File: src/rtl/egress_switch_pkg.sv
// Shared constants and types for the egress switch: port/width defaults,
// arbiter state encoding, AXIS bundle structs and the round-robin step helper.
package egress_switch_pkg;

  localparam int NUM_INGRESS_PORTS = 4;
  localparam int DEF_NUM_PORTS     = NUM_INGRESS_PORTS;
  localparam int DEF_DATA_W        = 16;
  localparam int DEF_DEST_W        = 2;

  typedef enum logic {
    IDLE = 1'b0,
    BUSY = 1'b1
  } arb_state_t;

  typedef struct packed {
    logic [DEF_DATA_W-1:0] tdata;
    logic [DEF_DEST_W-1:0] tdest;
    logic                  tlast;
    logic                  tvalid;
  } axis_d_src_t;

  typedef struct packed {
    logic tready;
  } axis_d_snk_t;

  function automatic int rr_next(input int idx, input int n);
    return (idx + 1 >= n) ? 0 : idx + 1;
  endfunction

endpackage

File: src/rtl/egress_switch_if.sv
// Ingress/egress AXIS bundle of the egress switch; master is the traffic side
// (filter + MAC), slave is the switch itself.
interface egress_switch_if #(
  parameter int NUM_PORTS = 4,
  parameter int DATA_W    = 16,
  parameter int DEST_W    = 2
);
  // Valid/ready: a beat moves on a rising edge where tvalid && tready; the
  // source holds tdata/tdest/tlast stable while tvalid is high and unaccepted.
  logic [NUM_PORTS-1:0][DATA_W-1:0] in_tdata;
  logic [NUM_PORTS-1:0][DEST_W-1:0] in_tdest;
  logic [NUM_PORTS-1:0]             in_tlast;
  logic [NUM_PORTS-1:0]             in_tvalid;
  logic [NUM_PORTS-1:0]             in_tready;
  logic [NUM_PORTS-1:0][DATA_W-1:0] out_tdata;
  logic [NUM_PORTS-1:0]             out_tlast;
  logic [NUM_PORTS-1:0]             out_tvalid;
  logic [NUM_PORTS-1:0]             out_tready;

  modport master (
    output in_tdata, in_tdest, in_tlast, in_tvalid, out_tready,
    input  in_tready, out_tdata, out_tlast, out_tvalid
  );

  modport slave (
    input  in_tdata, in_tdest, in_tlast, in_tvalid, out_tready,
    output in_tready, out_tdata, out_tlast, out_tvalid
  );
endinterface

File: src/rtl/egress_switch_arbiter.sv
// One output of the egress switch: request decode, cyclic round-robin pick,
// IDLE/BUSY packet lock and the combinational beat mux from the granted input.
module egress_switch_arbiter
  import egress_switch_pkg::*;
#(
  parameter int NUM_PORTS = DEF_NUM_PORTS,
  parameter int DATA_W    = DEF_DATA_W,
  parameter int DEST_W    = DEF_DEST_W,
  parameter int OUT_IDX   = 0
) (
  input  logic                             clk,
  input  logic                             reset,
  input  logic                             out_en,
  input  logic [NUM_PORTS-1:0][DATA_W-1:0] in_tdata,
  input  logic [NUM_PORTS-1:0][DEST_W-1:0] in_tdest,
  input  logic [NUM_PORTS-1:0]             in_tlast,
  input  logic [NUM_PORTS-1:0]             in_tvalid,
  input  logic [NUM_PORTS-1:0]             locked,
  input  logic                             out_tready,
  output logic [DATA_W-1:0]                out_tdata,
  output logic                             out_tlast,
  output logic                             out_tvalid,
  output logic [NUM_PORTS-1:0]             in_tready_part,
  output logic [NUM_PORTS-1:0]             lock_mask,
  output logic                             pkt_done,
  output arb_state_t                       state_dbg
);

  localparam int GW = (NUM_PORTS > 1) ? $clog2(NUM_PORTS) : 1;

  arb_state_t           state, state_nx;
  logic [GW-1:0]        grant, grant_nx;
  logic [GW-1:0]        rr_ptr, rr_ptr_nx;
  logic [NUM_PORTS-1:0] req;
  logic                 found;
  logic [GW-1:0]        pick;
  logic [GW-1:0]        cand;

  always_ff @(posedge clk) begin
    if (reset) begin
      state  <= IDLE;
      grant  <= '0;
      rr_ptr <= '0;
    end else begin
      state  <= state_nx;
      grant  <= grant_nx;
      rr_ptr <= rr_ptr_nx;
    end
  end

  // Inputs already locked by another output are invisible here, so a tdest
  // change mid-packet can never produce a second grant for the same input.
  always_comb begin : next_state
    state_nx  = state;
    grant_nx  = grant;
    rr_ptr_nx = rr_ptr;
    req       = '0;
    found     = 1'b0;
    pick      = '0;
    cand      = '0;
    for (int i = 0; i < NUM_PORTS; i++) begin
      req[i] = in_tvalid[i] && !locked[i] && (int'(in_tdest[i]) == OUT_IDX);
    end
    for (int k = 0; k < NUM_PORTS; k++) begin
      cand = GW'((int'(rr_ptr) + k) % NUM_PORTS);
      if (!found && req[cand]) begin
        found = 1'b1;
        pick  = cand;
      end
    end
    case (state)
      IDLE: begin
        if (out_en && found) begin
          state_nx = BUSY;
          grant_nx = pick;
        end
      end
      BUSY: begin
        if (pkt_done) begin
          state_nx  = IDLE;
          rr_ptr_nx = GW'(rr_next(int'(grant), NUM_PORTS));
        end
      end
      default: state_nx = IDLE;
    endcase
  end

  always_comb begin : beat_mux
    out_tvalid     = 1'b0;
    out_tdata      = '0;
    out_tlast      = 1'b0;
    in_tready_part = '0;
    lock_mask      = '0;
    if (state == BUSY) begin
      out_tvalid            = in_tvalid[grant];
      out_tdata             = in_tdata[grant];
      out_tlast             = in_tlast[grant];
      in_tready_part[grant] = out_tready;
      lock_mask[grant]      = 1'b1;
    end
    pkt_done = out_tvalid && out_tready && out_tlast;
  end

  assign state_dbg = state;

endmodule

File: src/rtl/egress_switch.sv
// Packet-atomic tdest switch, one round-robin arbiter per output.
// Optional per-output packet counters under EGRESS_SWITCH_PKT_COUNT_EN.
module egress_switch
  import egress_switch_pkg::*;
#(
  parameter int NUM_PORTS = DEF_NUM_PORTS,
  parameter int DATA_W    = DEF_DATA_W,
  parameter int DEST_W    = DEF_DEST_W
) (
  input  logic                            clk,
  input  logic                            reset,
  input  logic [NUM_PORTS-1:0]            out_en,
  egress_switch_if.slave                  bus,
  output arb_state_t [NUM_PORTS-1:0]      dbg_state
`ifdef EGRESS_SWITCH_PKT_COUNT_EN
  ,
  output logic [NUM_PORTS-1:0][31:0]      out_pkt_count
`endif
);

  logic [NUM_PORTS-1:0] rdy_part  [NUM_PORTS];
  logic [NUM_PORTS-1:0] lock_part [NUM_PORTS];
  logic [DATA_W-1:0]    o_data    [NUM_PORTS];
  logic [NUM_PORTS-1:0] o_last;
  logic [NUM_PORTS-1:0] o_valid;
  logic [NUM_PORTS-1:0] pkt_done;
  logic [NUM_PORTS-1:0] locked;
  arb_state_t           st        [NUM_PORTS];

  for (genvar o = 0; o < NUM_PORTS; o++) begin : g_arb
    egress_switch_arbiter #(
      .NUM_PORTS (NUM_PORTS),
      .DATA_W    (DATA_W),
      .DEST_W    (DEST_W),
      .OUT_IDX   (o)
    ) u_arb (
      .clk            (clk),
      .reset          (reset),
      .out_en         (out_en[o]),
      .in_tdata       (bus.in_tdata),
      .in_tdest       (bus.in_tdest),
      .in_tlast       (bus.in_tlast),
      .in_tvalid      (bus.in_tvalid),
      .locked         (locked),
      .out_tready     (bus.out_tready[o]),
      .out_tdata      (o_data[o]),
      .out_tlast      (o_last[o]),
      .out_tvalid     (o_valid[o]),
      .in_tready_part (rdy_part[o]),
      .lock_mask      (lock_part[o]),
      .pkt_done       (pkt_done[o]),
      .state_dbg      (st[o])
    );
  end

  always_comb begin : lock_or
    locked = '0;
    for (int o = 0; o < NUM_PORTS; o++) locked = locked | lock_part[o];
  end

  // Each input is granted by at most one output, so OR-ing is a clean merge.
  always_comb begin : ready_or
    bus.in_tready = '0;
    for (int o = 0; o < NUM_PORTS; o++) bus.in_tready = bus.in_tready | rdy_part[o];
  end

  always_comb begin : out_pack
    bus.out_tdata  = '0;
    bus.out_tlast  = o_last;
    bus.out_tvalid = o_valid;
    dbg_state      = '{default: IDLE};
    for (int o = 0; o < NUM_PORTS; o++) begin
      bus.out_tdata[o] = o_data[o];
      dbg_state[o]     = st[o];
    end
  end

`ifdef EGRESS_SWITCH_PKT_COUNT_EN
  always_ff @(posedge clk) begin
    if (reset) begin
      out_pkt_count <= '0;
    end else begin
      for (int o = 0; o < NUM_PORTS; o++) begin
        if (pkt_done[o]) out_pkt_count[o] <= out_pkt_count[o] + 32'd1;
      end
    end
  end
`else
  logic pkt_done_unused;
  assign pkt_done_unused = ^pkt_done;
`endif

endmodule

File: src/flat_wrapper.sv
// flat-port wrapper written by rule: the top's interface ports become plain ports
module egress_switch_flat import egress_switch_pkg::*;
#(
  parameter int NUM_PORTS = DEF_NUM_PORTS,
  parameter int DATA_W    = DEF_DATA_W,
  parameter int DEST_W    = DEF_DEST_W
)
  (clk, reset, out_en, dbg_state, bus_in_tdata, bus_in_tdest, bus_in_tlast, bus_in_tvalid, bus_out_tready, bus_in_tready, bus_out_tdata, bus_out_tlast, bus_out_tvalid);
  egress_switch_if #(.NUM_PORTS(NUM_PORTS), .DATA_W(DATA_W), .DEST_W(DEST_W)) bus_i ();
  input  logic clk;
  input  logic reset;
  input  logic [NUM_PORTS-1:0] out_en;
  output arb_state_t [NUM_PORTS-1:0] dbg_state;
  input wire logic [$bits(bus_i.in_tdata)-1:0] bus_in_tdata;
  input wire logic [$bits(bus_i.in_tdest)-1:0] bus_in_tdest;
  input wire logic [$bits(bus_i.in_tlast)-1:0] bus_in_tlast;
  input wire logic [$bits(bus_i.in_tvalid)-1:0] bus_in_tvalid;
  input wire logic [$bits(bus_i.out_tready)-1:0] bus_out_tready;
  output wire logic [$bits(bus_i.in_tready)-1:0] bus_in_tready;
  output wire logic [$bits(bus_i.out_tdata)-1:0] bus_out_tdata;
  output wire logic [$bits(bus_i.out_tlast)-1:0] bus_out_tlast;
  output wire logic [$bits(bus_i.out_tvalid)-1:0] bus_out_tvalid;
  assign bus_i.in_tdata = bus_in_tdata;
  assign bus_i.in_tdest = bus_in_tdest;
  assign bus_i.in_tlast = bus_in_tlast;
  assign bus_i.in_tvalid = bus_in_tvalid;
  assign bus_i.out_tready = bus_out_tready;
  assign bus_in_tready = bus_i.in_tready;
  assign bus_out_tdata = bus_i.out_tdata;
  assign bus_out_tlast = bus_i.out_tlast;
  assign bus_out_tvalid = bus_i.out_tvalid;
  egress_switch #(.NUM_PORTS(NUM_PORTS), .DATA_W(DATA_W), .DEST_W(DEST_W)) u_core (.clk(clk), .reset(reset), .out_en(out_en), .bus(bus_i), .dbg_state(dbg_state));
endmodule
File: config.mk
export PLATFORM = sky130hd
export DESIGN_NAME = egress_switch_flat
export DESIGN_NICKNAME = d
export VERILOG_FILES = /design/src/rtl/egress_switch_pkg.sv /design/src/rtl/egress_switch_if.sv /design/src/rtl/egress_switch_arbiter.sv /design/src/rtl/egress_switch.sv /design/src/flat_wrapper.sv
export SDC_FILE = /design/constraint.sdc
export NUM_CORES = 1
export LEC_CHECK = 0
export ABC_CLOCK_PERIOD_IN_PS = 3900
export BUFFER_PORTS_ARGS = -buffer_cell sky130_fd_sc_hd__buf_2
export CAP_MARGIN = 20
export CORE_MARGIN = 4
export CORE_UTILIZATION = 46
export DETAILED_ROUTE_END_ITERATION = 12
export HOLD_SLACK_MARGIN = 0.02
export PLACE_DENSITY = 0.77
export SYNTH_ARGS = -nofsm -noshare
export SYNTH_HDL_FRONTEND = slang
export SYNTH_SLANG_ARGS = --single-unit
File: constraint.sdc
create_clock -name clk -period 3.9 [get_ports clk]
set_input_delay 0.39 -clock clk [delete_from_list [all_inputs] [get_ports clk]]
set_output_delay 0.39 -clock clk [all_outputs]
set_load 0.05 [all_outputs]
Word level (Yosys, flattened, before mapping) --
Cells that the tools add are included.
Storage, ports and cells: register bits 20, bits of input ports 90, output and inout bits 80, word-level logic and storage cells 290
Cells by class: $add $sub $neg 16, $lt $le $gt $ge 28, eq/ne operators 12, mux-type cells 132, bitwise operators 14, reductions and logical operators 76
Operators by type and width (count):
- binary-select mux 16 bit (select 2 bit) | 4
- two-way mux 16 bit | 8
- < comparator 2 x 3 -> 1 bit, second input constant | 20
- two-way mux 1 bit | 60
- binary-select mux 1 bit (select 2 bit) | 24
- logical AND 1 bit | 48
- two-way mux 2 bit | 20
- two-way mux 4 bit | 8
- OR 4 bit | 6
- adder 2 bit, second input constant | 8
- bitwise AND 4 bit | 4
- equality test 2 bit, second input constant | 8
- zero test 1 bit | 16
- AND reduction 2 bit | 8
- adder 2 x 1 -> 3 bit, second input constant | 4
- greater-or-equal comparator 3 bit, second input constant | 4
- adder 2 x 1 -> 2 bit, second input constant | 4
- demux 1 bit (select 2 bit) | 4
- equality test 2 x 1 -> 1 bit, second input constant | 4
- greater-or-equal comparator 2 x 1 -> 1 bit, second input constant | 4
- zero test 2 bit | 4
- one-hot mux 1 bit (2 select lines) | 4
- NOT 1 bit | 4

Depth between registers and ports, before layout --
Gate-level depths: netlist of the first run.
word-level depth 26, depth in mapped cells 9, gate-level depth less buffers 7

By module --
Synthesis of the first run repeated with hierarchy kept, for this count alone.
Unflattened totals: cell total of the unflattened synthesis 381, area, all modules 4110.2 um^2
By module, submodules not included:
- egress_switch_arbiter at u_core.g_arb[1].u_arb ... | instances 2, cells each 93, area an instance 1016.0 um^2, seq. area each 100.1 um^2
- egress_switch_arbiter at u_core.g_arb[3].u_arb | instances 1, cells each 94, area an instance 1009.7 um^2, seq. area each 100.1 um^2
- egress_switch_arbiter at u_core.g_arb[0].u_arb | instances 1, cells each 93, area an instance 1008.5 um^2, seq. area each 100.1 um^2
- egress_switch | instances 1, cells each 8, area an instance 60.1 um^2, seq. area each 0.0 um^2

Least setup slack after synthesis of the first run --
No wires, ideal clock.
path kind reg-to-reg, start point reg u_core.g_arb[1].u_arb.grant[1], end point reg u_core.g_arb[2].u_arb.grant[0], library setup time 0.116 ns, data arrival time 2.650 ns, path slack 1.134 ns, stages on the path, launching flop included 10, path buffers 2, period minus slack after synthesis 2.766 ns, cell sequence dfxtp_1 > clkbuf_1 > buf_1 > inv_1 > ha_1 > a22o_4 > or4_4 > a41oi_2 > nor3_1 > a41o_1
On the way: cells in the longest elaborated chain, start to end 25, elaborated cells on any way between the ends 45, those cells by class 2 x order compare; 19 x mux; 3 x bitwise; 21 x reduce/logical
Ends and longest elaborated chain:
- from (decl) | RTL line egress_switch_arbiter.sv:32 | logic [GW-1:0] grant, grant_nx;
- from (signal assigned) | RTL line egress_switch_arbiter.sv:46 | grant <= grant_nx;
- < comparator 2 x 3 -> 1 bit (not written as such) / greater-or-equal comparator 2 x 1 -> 1 bit (equally long branches) | RTL line egress_switch_arbiter.sv:99 | lock_mask[grant] = 1'b1;
- logical AND 1 bit (not written as such) | RTL line egress_switch_arbiter.sv:99
- two-way mux 1 bit (not written as such) | RTL line egress_switch_arbiter.sv:99
- demux 1 bit (select 2 bit) (*) | RTL line egress_switch_arbiter.sv:99
- two-way mux 4 bit (*) | RTL line egress_switch_arbiter.sv:94 | if (state == BUSY) begin
- OR 4 bit (*) (3 in a row) | RTL line egress_switch.sv:58 | for (int o = 0; o < NUM_PORTS; o++) locked = locked | lock_part[o];
- zero test 1 bit | RTL line egress_switch_arbiter.sv:62 | req[i] = in_tvalid[i] && !locked[i] && (int'(in_tdest[i]) == OUT_IDX);
- logical AND 1 bit (2 in a row) | RTL line egress_switch_arbiter.sv:62
- [6 not listed]
- zero test 1 bit | RTL line egress_switch_arbiter.sv:66 | if (!found && req[cand]) begin
- logical AND 1 bit | RTL line egress_switch_arbiter.sv:66
- two-way mux 1 bit | RTL line egress_switch_arbiter.sv:66
- zero test 1 bit | RTL line egress_switch_arbiter.sv:66
- logical AND 1 bit | RTL line egress_switch_arbiter.sv:66
- two-way mux 1 bit | RTL line egress_switch_arbiter.sv:66
- logical AND 1 bit | RTL line egress_switch_arbiter.sv:73 | if (out_en && found) begin
- AND reduction 2 bit (no line)
- to (signal assigned) | RTL line egress_switch_arbiter.sv:46
- to (decl) | RTL line egress_switch_arbiter.sv:32
Mark *: on every way between the ends. The rest lies on a longest branch, timed or not. The select of a mux whose other input is x is not followed. A chain may end at the register's enable or synchronous reset.

Final worst setup path of the first run --
start point reg u_core.g_arb[2].u_arb.grant[1], end point reg u_core.g_arb[3].u_arb.grant[0]
On the way: cells in the longest elaborated chain, start to end 24, elaborated cells on any way between the ends 44, those cells by class 2 x order compare; 19 x mux; 2 x bitwise; 21 x reduce/logical
Ends and longest elaborated chain (RTL line):
- < comparator 2 x 3 -> 1 bit (not written as such) / greater-or-equal comparator 2 x 1 -> 1 bit (equally long branches) | egress_switch_arbiter.sv:99
- logical AND 1 bit (not written as such) | egress_switch_arbiter.sv:99
- two-way mux 1 bit (not written as such) | egress_switch_arbiter.sv:99
- demux 1 bit (select 2 bit) (*) | egress_switch_arbiter.sv:99
- two-way mux 4 bit (*) | egress_switch_arbiter.sv:94
- OR 4 bit (*) (2 in a row) | egress_switch.sv:58
- zero test 1 bit | egress_switch_arbiter.sv:62
- logical AND 1 bit (2 in a row) | egress_switch_arbiter.sv:62
- [6 not listed]
- zero test 1 bit | egress_switch_arbiter.sv:66
- logical AND 1 bit | egress_switch_arbiter.sv:66
- two-way mux 1 bit | egress_switch_arbiter.sv:66
- zero test 1 bit | egress_switch_arbiter.sv:66
- logical AND 1 bit | egress_switch_arbiter.sv:66
- two-way mux 1 bit | egress_switch_arbiter.sv:66
- logical AND 1 bit | egress_switch_arbiter.sv:73
- AND reduction 2 bit (no line)
- to (signal assigned) | egress_switch_arbiter.sv:46
- to (decl) | egress_switch_arbiter.sv:32
Marks and branches as above.

==> impl_metrics.py, run 1 <==
metrics = {
    "layout": {
        "instances_no_fill": 644,
        "n_antenna_cell": 0,
        "fill_cells": 743,
        "post-route-util_pct": 58.2,
        "drive_gt1_share_pct": 48.6,
        "stdcell_area_sq_um": 4880,
        "nets": 647,
        "syn2layout_area_growth_pct": 20.9,
    },
    "yosys": {
        "synth_area_leaders": "mux4_2, and2_1, dfxtp_1, ha_1, nand3_1",
        "yosys_most_used_dff": "dfxtp_1",
        "avgSynthCellArea_sq_um": 10.0,
        "yosysTopAreaCell": "mux4_2",
        "synth_common_cells": "and2_1, mux4_2, nand3_1, dfxtp_1, nand2_1",
        "async_flop_share_pct": 0,
        "synth_area_sq_um": 4040,
        "synth-seq-cells": 20,
        "synth_top_area_share_pct": 40.2,
        "synth.yosys.seq_area_share_pct": 9.92,
        "syn-num-nets": 508,
        "synth.distinct_cells": 52,
        "synth.most_common_cell": "and2_1",
        "synth_edf_count": 0,
        "syn_inst": 402,
        "ys_warn_count": 0,
    },
    "pwr": {
        "irDropWorstVdd_mv": 0.142,
        "clockPowerShare_pct": 13.7,
        "internal-power_mw": 0.532,
        "p_sw_share_pct": 48.1,
        "p_comb_share_pct": 60.9,
        "power.share.sequential_pct": 25.4,
        "power.leakage_nw": 2.07,
        "p_per_area_nw_per_um2": 210,
        "total_power_mw": 1.03,
        "p_switching_mw": 0.493,
    },
    "sta": {
        "setup_viol": 0,
        "period_needed_ps": 2840,
        "skew_ps": 6.28,
        "finalCritPeriodShare_pct": 72.7,
        "max_freq_mhz": 353,
        "tns_ps": 0,
        "final_hold_viol_count": 0,
        "max_slew_margin_pct": 32.6,
        "worst_slack_ps": 1060,
        "rsz0062_at_grt": "false",
        "hold_ws_ps": 502,
        "slew_violations": 0,
        "tightest_slew_ps": 1010,
    },
    "die": {
        "start_util_pct": 48.1,
        "die_h_um": 102,
        "die_w_um": 102,
        "core_sq_um": 8380,
        "ioPinCount": 170,
        "row_count": 33,
        "dieArea_sq_um": 10300,
    },
    "job": {
        "cap_violations": 0,
    },
    "placed_design": {
        "io_buffers": 169,
        "routabilityCongestion": 0.934,
        "dp_cells": 641,
        "dp_hpwl_mm": 11.0,
        "post_dp_cell_area_sq_um": 4840,
        "pre_cts_slack_ps": 1160,
    },
    "cts": {
        "htree_levels": 1,
        "ctsHoldBuffers": 0,
        "clk_path_buf_depth": 2,
        "cts_setup_buffers": 0,
        "numCtsBuffers": 3,
        "cts_resized": 0,
        "cts_tree": "yes",
        "clock_sinks": 20,
        "cts_root_buf": "clkbuf_8",
        "clkLatencyLatePin_ps": 260,
        "clkSlewWorstSetupHoldPaths_ps": 80,
    },
    "critical_path": {
        "cp_cell_sequence": "inv_1, ha_1, a22oi_1, nand4_1, nor4bb_1, or2_1, o41ai_2",
        "r2r_cells": 7,
        "startpoint_type": "flop",
        "crit_path_max_fanout": 12,
        "cp.arrival_ps": 3000,
        "endpoint_kind": "flop",
        "crit_slowest_cell": "dfxtp_1",
        "path_class": "reg -> reg",
        "r2r-start": "u_core.g_arb[2].u_arb.grant[1]$_SDFFE_PP0P_",
        "rrSetupSlack_ps": 1060,
        "reg2reg_to": "u_core.g_arb[3].u_arb.grant[0]$_SDFFE_PP0P_",
        "required_ps": 4060,
        "cp_slowest_stage_delay_ps": 750,
    },
    "grt": {
        "grt_antenna_before_repair": 0,
        "grt_first_pass_wirelength_mm": 21.2,
        "grt_max_degree": 30,
        "grt_overflow_total": 0,
        "first_global_vias": 4046,
        "grtUsageTotal_pct": 26.2,
    },
    "min_path": {
        "hp-start": "u_core.g_arb[0].u_arb.rr_ptr[0]$_SDFFE_PP0P_",
        "min_to": "u_core.g_arb[0].u_arb.rr_ptr[0]$_SDFFE_PP0P_",
        "hold_depth": 2,
        "holdCritPathClass": "reg -> reg",
    },
    "route": {
        "wl_per_cell_um": 21.7,
        "drc": 0,
        "finalWirelength_mm": 14.0,
        "first_pass_iters": 5,
        "viasPerCell": 6.44,
        "final_antenna_net_count": 0,
        "drt_iter0_drc": 419,
        "vias": 4147,
    },
    "outcome": {
        "status": "completed",
    },
}
==> how the worst max path moves through the flow <==
stage	cells past startpoint	slack [ps]	end	from
after floorplan	9	1130	u_core.g_arb[2].u_arb.grant[0]$_SDFFE_PP0P_	u_core.g_arb[1].u_arb.grant[1]$_SDFFE_PP0P_
after global placement	5	1180	u_core.g_arb[0].u_arb.grant[0]$_SDFFE_PP0P_	u_core.g_arb[1].u_arb.state_dbg$_SDFF_PP0_
after detailed placement	5	1160	u_core.g_arb[0].u_arb.grant[1]$_SDFFE_PP0P_	u_core.g_arb[2].u_arb.state_dbg$_SDFF_PP0_
after CTS	4	1130	bus_out_tvalid[3]	u_core.g_arb[3].u_arb.grant[0]$_SDFFE_PP0P_
after global routing	5	860	u_core.g_arb[0].u_arb.grant[1]$_SDFFE_PP0P_	u_core.g_arb[2].u_arb.state_dbg$_SDFF_PP0_
final	7	1060	u_core.g_arb[3].u_arb.grant[0]$_SDFFE_PP0P_	u_core.g_arb[2].u_arb.grant[1]$_SDFFE_PP0P_
==> power groups by stage <==
stage | combinational, mW | clock, mW | sequential [mW]
CTS | 0.622 | 0.143 | 0.260
floorplan | 0.490 | 0 | 0.226
finish | 0.624 | 0.141 | 0.260
global placement | 0.611 | 0 | 0.263
detailed placement | 0.621 | 0 | 0.264
global route | 0.659 | 0.151 | 0.264
==> critical path, delay by kind of cell, from the launching register on <==
| family | cells | cell delay (ps) |
|---|---|---|
| and+or+nand+nor | 3 | 880 |
| adders and majority gates | 1 | 230 |
| DFF | 1 | 750 |
| buffers and inverters | 1 | 150 |
| AOI/OAI and AO/OA | 2 | 730 |
==> flip-flops by register name, summed over array words and instances, names as in the netlist <==
register	cells
u_core.g_arb.u_arb.grant	8
u_core.g_arb.u_arb.state_dbg	4
u_core.g_arb.u_arb.rr_ptr	8
==> cells by family after synthesis <==
group | Yosys count | synth area share (%)
AOI/OAI and AO/OA | 54 | 9.95
adders and majority gates | 16 | 4.96
buffers and inverters | 56 | 7.01
DFF | 20 | 9.92
muxes | 79 | 41.9
and+or+nand+nor | 177 | 26.2
==> cells in the final DEF (no fill, tap or decap), types with 2 or more instances in the layout <==
master,netlist,layout
a21boi_0,3,3
a21oi_1,11,11
a22oi_1,4,4
a2bb2oi_1,2,2
and2_1,74,74
and4_1,5,5
buf_2,10,169
buf_4,12,8
clkbuf_8,0,3
dfxtp_1,20,20
ha_1,16,16
inv_1,12,12
mux2i_1,7,7
mux4_2,72,72
nand2_1,17,17
nand2b_1,6,6
nand3_1,23,23
nand4_1,12,12
nor2_1,12,12
nor2b_1,8,8
nor3_1,4,4
nor4_1,2,2
o211ai_1,4,4
o21a_1,2,2
o21ai_0,8,8
o22ai_1,4,4
o31ai_1,2,2
o41ai_1,3,3
or3_1,5,5
==> cell type report <==
type | instances | area [sq um] | share of cell area, %
clock buffers | 3 | 41.3 | 0.846
inverters | 13 | 48.8 | 1.00
multi-input cells | 326 | 3350 | 68.7
flip-flops and latches | 20 | 400 | 8.21
well taps | 105 | 131 | 2.69
repair buffers | 177 | 906 | 18.6
==> layer usage <==
metal  share of wire [%]  global-route usage (%)  vias to the layer above
li1                    -                       -                     1838
met1                  38                    34.6                     1988
met2                  49                    45.2                      280
met3                  10                    3.37                       41
met4                 2.7                    7.06                        0
met5                   0                       0                        -
No activity file was read; power rests on OpenSTA's default activity.
==> run 2: changes to the inputs <==
Settings changed: ABC_CLOCK_PERIOD_IN_PS 3900 to 2700.
Clock period 3.9 ns to 2.7 ns, I/O delays scaled along.
==> run 2 against run 1 <==
  * Cell count is 1.6% higher
  * Fmax is 14% higher
  * Total power is 57% higher
  * Global-route usage is 0.28 points higher
  * Combinational power is 54% higher
  * Worst hold slack worse by 100 ps
  * Largest power group unchanged
  * Highest routed layer unchanged
==> impl_metrics.py, run 2 (synthesis results as in run 1) <==
metrics = {
    "outcome": {
        "status": "completed",
    },
    "sta": {
        "tns_ps": 0,
        "finalCritPeriodShare_pct": 91.8,
        "rsz0062_at_grt": "false",
        "max_slew_margin_pct": 61.5,
        "skew_ps": 3.88,
        "worst_slack_ps": 220,
        "max_freq_mhz": 403,
        "slew_violations": 0,
        "setup_viol": 0,
        "period_needed_ps": 2480,
        "final_hold_viol_count": 0,
        "tightest_slew_ps": 577,
    },
    "die": {
        "die_h_um": 102,
        "ioPinCount": 170,
        "dieArea_sq_um": 10300,
        "start_util_pct": 48.1,
        "die_w_um": 102,
        "core_sq_um": 8380,
        "row_count": 33,
    },
    "grt": {
        "grt_antenna_before_repair": 0,
        "grt_use_met2_pct": 47.2,
        "first_global_vias": 4268,
        "grt_use_met3_pct": 3.93,
        "use_met1_pct": 31.0,
        "grt_max_degree": 22,
        "grt_busiest_layer": "met2",
        "grt_overflow_total": 0,
        "grtUsageTotal_pct": 26.4,
        "grt_first_pass_wirelength_mm": 21.4,
    },
    "critical_path": {
        "cp_slowest_stage_delay_ps": 470,
        "crit_path_max_fanout": 7,
        "rrSetupSlack_ps": 220,
        "required_ps": 2870,
        "endpoint_kind": "flop",
        "cp_cell_sequence": "inv_1, ha_1, a22oi_1, nand4_1, nor4bb_1, or2_1, o41ai_2",
        "startpoint_type": "flop",
        "r2r-start": "u_core.g_arb[2].u_arb.grant[1]$_SDFFE_PP0P_",
        "reg2reg_to": "u_core.g_arb[3].u_arb.grant[0]$_SDFFE_PP0P_",
        "r2r_cells": 7,
        "crit_slowest_cell": "dfxtp_1",
        "crit_start": "u_core.g_arb[2].u_arb.grant[1]$_SDFFE_PP0P_",
        "cp.arrival_ps": 2650,
        "path_class": "reg -> reg",
    },
    "layout": {
        "final_common_cell": "buf_2",
        "n_antenna_cell": 0,
        "syn2layout_area_growth_pct": 23.3,
        "fill_cells": 718,
        "drive_gt1_share_pct": 49.5,
        "regArea_sq_um": 400,
        "nets": 656,
        "mostFrequentLayoutCells": "buf_2, and2_1, mux4_2, nand3_1, dfxtp_1",
        "multi_input_area_sq_um": 3350,
    },
    "placed_design": {
        "io_buffers": 169,
        "routabilityCongestion": 0.983,
        "dp_hpwl_mm": 11.4,
        "pre_cts_slack_ps": 279,
    },
    "route": {
        "final_antenna_net_count": 0,
        "finalWirelength_mm": 14.1,
        "first_pass_iters": 5,
        "vias": 4182,
        "wl_per_cell_um": 21.6,
        "viasPerCell": 6.39,
        "drt_iter0_drc": 271,
        "drc": 0,
    },
    "cts": {
        "clkLatencyLatePin_ps": 270,
        "htree_levels": 1,
        "clock_sinks": 20,
        "cts_root_buf": "clkbuf_8",
        "clk_path_buf_depth": 2,
        "cts_resized": 0,
        "ctsHoldBuffers": 0,
        "cts_tree": "yes",
        "numCtsBuffers": 3,
        "clkSlewWorstSetupHoldPaths_ps": 90,
        "cts_setup_buffers": 0,
    },
    "min_path": {
        "hp-start": "reset",
        "holdCritPathClass": "in -> reg",
        "hold_depth": 2,
        "min_to": "u_core.g_arb[0].u_arb.rr_ptr[1]$_SDFFE_PP0P_",
    },
    "pwr": {
        "p_per_area_nw_per_um2": 324,
        "irDropWorstVdd_mv": 0.306,
        "power.leakage_nw": 2.13,
    },
    "job": {
        "cap_violations": 0,
    },
}
[run 2: where the power goes]
group          total (mW)  switching [mW]  leakage [nW]  internal [mW]
clock network       0.318           0.119        0.0357          0.198
logic               0.960           0.587          1.93          0.373
registers           0.334          0.0256         0.162          0.308
total                1.61           0.732          2.13          0.879
[run 2: layer usage]
| layer | part of all wire [%] | vias up | wire [um] |
|---|---|---|---|
| met1 | 36 | 1998 | 5010 |
| met5 | 0 | - | 0 |
| met4 | 3.6 | 0 | 512 |
| met3 | 11 | 45 | 1480 |
| met2 | 50 | 280 | 7110 |
| li1 | - | 1859 | - |
[run 2: worst max-delay path by stage]
stage | endpoint | slack, ps | cells after the start
6_report | u_core.g_arb[3].u_arb.grant[0]$_SDFFE_PP0P_ | 220 | 7
5_1_grt | u_core.g_arb[3].u_arb.grant[0]$_SDFFE_PP0P_ | 50 | 7
4_1_cts | u_core.g_arb[3].u_arb.grant[0]$_SDFFE_PP0P_ | 260 | 7
3_5_place_dp | u_core.g_arb[3].u_arb.grant[0]$_SDFFE_PP0P_ | 280 | 7
3_3_place_gp | u_core.g_arb[3].u_arb.grant[0]$_SDFFE_PP0P_ | 410 | 7
2_1_floorplan | u_core.g_arb[2].u_arb.grant[0]$_SDFFE_PP0P_ | 30 | 9
[run 2: final cells by class]
class	instances	share of cell area, %
multi-input combinational	326	67.3
timing repair buffer	186	19.6
sequential	20	8.04
tap	105	2.64
inverter	13	0.980
clock buffer	3	0.830
clock inverter	1	0.603
[run 2: stage by stage]
step	power [mW]	instances	util (%)	instance area [sq um]	hold WS (ps)
after floorplan	1.04	402	-	4050	442
after global placement	1.28	650	58.5	4910	472
after detailed placement	1.29	650	58.5	4910	494
after CTS	1.61	654	59.4	4980	391
after global routing	1.68	654	59.4	4980	415
final	1.61	654	59.4	4980	401
[run 2: critical path, delay by kind of cell (launching register included)]
family / cells / cell delay [ps]
compound gates: 2 / 770
fa+ha+maj: 1 / 210
buf+inv: 1 / 100
flops: 1 / 470
simple gates: 3 / 820
==> run 3: changes to the inputs <==
Settings changed: GPL_TIMING_DRIVEN from default to 0.
==> run 3 against run 2 <==
  * Sequential cell count unchanged
  * Count of clock-buffer cells in the layout unchanged
  * Core utilization up 2.5 points
==> impl_metrics.py, run 3 (synthesis results as in run 1) <==
metrics = {
    "pwr": {
        "p_per_area_nw_per_um2": 300,
        "power.leakage_nw": 2.22,
        "irDropWorstVdd_mv": 0.194,
        "total_power_mw": 1.56,
    },
    "critical_path": {
        "startpoint_type": "flop",
        "crit_path_max_fanout": 19,
        "required_ps": 2860,
        "path_class": "reg -> reg",
        "cp.arrival_ps": 2750,
        "endpoint_kind": "flop",
    },
    "cts": {
        "clkSlewWorstSetupHoldPaths_ps": 80,
        "clock_sinks": 20,
        "htree_levels": 1,
        "cts_tree": "yes",
        "ctsHoldBuffers": 0,
        "clkLatencyLatePin_ps": 270,
        "numCtsBuffers": 3,
        "clk_path_buf_depth": 2,
        "cts_root_buf": "clkbuf_8",
    },
    "layout": {
        "n_antenna_cell": 0,
        "mostFrequentLayoutCells": "buf_2, and2_1, mux4_2, nand3_1, buf_4",
        "drive_gt1_share_pct": 51.6,
        "fill_cells": 711,
        "final_common_cell": "buf_2",
        "regArea_sq_um": 409,
        "nets": 680,
        "instances_no_fill": 677,
        "multi_input_area_sq_um": 3390,
        "stdcell_area_sq_um": 5190,
        "syn2layout_area_growth_pct": 28.6,
        "post-route-util_pct": 61.9,
    },
    "sta": {
        "final_hold_viol_count": 0,
        "finalCritPeriodShare_pct": 96.0,
        "hold_ws_ps": 399,
        "skew_ps": 1.08,
        "setup_viol": 0,
        "slew_violations": 0,
        "tightest_slew_ps": 578,
        "rsz0062_at_grt": "false",
        "max_slew_margin_pct": 61.1,
        "max_freq_mhz": 386,
        "period_needed_ps": 2590,
    },
    "grt": {
        "grt_first_pass_wirelength_mm": 22.5,
        "grt_antenna_before_repair": 0,
        "first_global_vias": 4235,
        "grt_max_degree": 20,
        "grt_overflow_total": 0,
        "grtUsageTotal_pct": 27.9,
    },
    "job": {
        "cap_violations": 0,
    },
    "die": {
        "start_util_pct": 48.1,
        "dieArea_sq_um": 10300,
        "die_h_um": 102,
        "ioPinCount": 170,
        "row_count": 33,
        "core_sq_um": 8380,
        "die_w_um": 102,
    },
    "placed_design": {
        "dp_cells": 675,
        "routabilityCongestion": 1.02,
        "post_dp_cell_area_sq_um": 5020,
        "dp_hpwl_mm": 11.8,
        "io_buffers": 168,
    },
    "route": {
        "first_pass_iters": 5,
        "wl_per_cell_um": 21.7,
        "drc": 0,
        "finalWirelength_mm": 14.7,
        "final_antenna_net_count": 0,
        "vias": 4394,
        "viasPerCell": 6.49,
        "drt_iter0_drc": 349,
    },
    "outcome": {
        "status": "completed",
    },
    "min_path": {
        "holdCritPathClass": "in -> reg",
    },
}
run 3: cell types whose count changed in the layout (fill, tap and decap cells not counted), sizes merged:
cell	change
buf	+10
bufinv	-1
clkbuf	+14
run 3: power breakdown:
group	total [mW]	leakage (nW)	internal (mW)	switching (mW)
clock	0.214	0.0216	0.100	0.114
combinational	1.02	2.03	0.400	0.617
sequential	0.326	0.166	0.309	0.0170
total	1.56	2.22	0.810	0.748
run 3: repair_timing:
item / CTS / global route
pin swaps: 2 / 6
resized for setup: 34 / 7
buffers inserted: 0 / 6
endpoints found under the hold margin: 0 / 0
setup endpoints to repair: 15 / 10
run 3: per-layer routing:
layer  GRT usage, %  vias up  wire length, um
met5              0        -                0
met3           3.51       27             1660
met4           7.26        0              244
met2           48.0      314             7280
met1           37.3     2153             5520
li1               -     1900                -
run 3: path summary, 6_finish.rpt:
path / start / end / slack, ps / cells past startpoint
setup / recovery: u_core.g_arb[3].u_arb.grant[0]$_SDFFE_PP0P_ / u_core.g_arb[2].u_arb.grant[0]$_SDFFE_PP0P_ / 110 / 8
hold / removal: out_en[3] / u_core.g_arb[3].u_arb.grant[1]$_SDFFE_PP0P_ / 400 / 4
setup reg to reg: u_core.g_arb[3].u_arb.grant[0]$_SDFFE_PP0P_ / u_core.g_arb[2].u_arb.grant[0]$_SDFFE_PP0P_ / 110 / 8
hold reg to reg: u_core.g_arb[3].u_arb.rr_ptr[0]$_SDFFE_PP0P_ / u_core.g_arb[3].u_arb.rr_ptr[0]$_SDFFE_PP0P_ / 470 / 2
run 3: area by class of cell:
type | instances | area share [%]
multi-input combinational | 326 | 65.4
timing repair buffer | 174 | 17.1
sequential | 20 | 7.89
buffer | 36 | 5.33
tap | 105 | 2.53
inverter | 13 | 0.941
clock buffer | 3 | 0.796
run 3: through the flow:
| stage | worst slack (ps) | setup TNS (ps) |
|---|---|---|
| after CTS | 12.0 | 0 |
| after detailed placement | -783 | -5920 |
| after floorplan | 27.8 | 0 |
| final | 108 | 0 |
| after global routing | 1.35 | 0 |
| after global placement | -772 | -5690 |
run 3: worst max-delay path, cell delays in order, from the launching register on:
cell,delay (ps)
dfxtp_2,430
buf_6,290
inv_1,110
ha_1,250
a22o_4,270
or4_4,530
a41oi_4,220
nor3_1,110
a41o_1,260
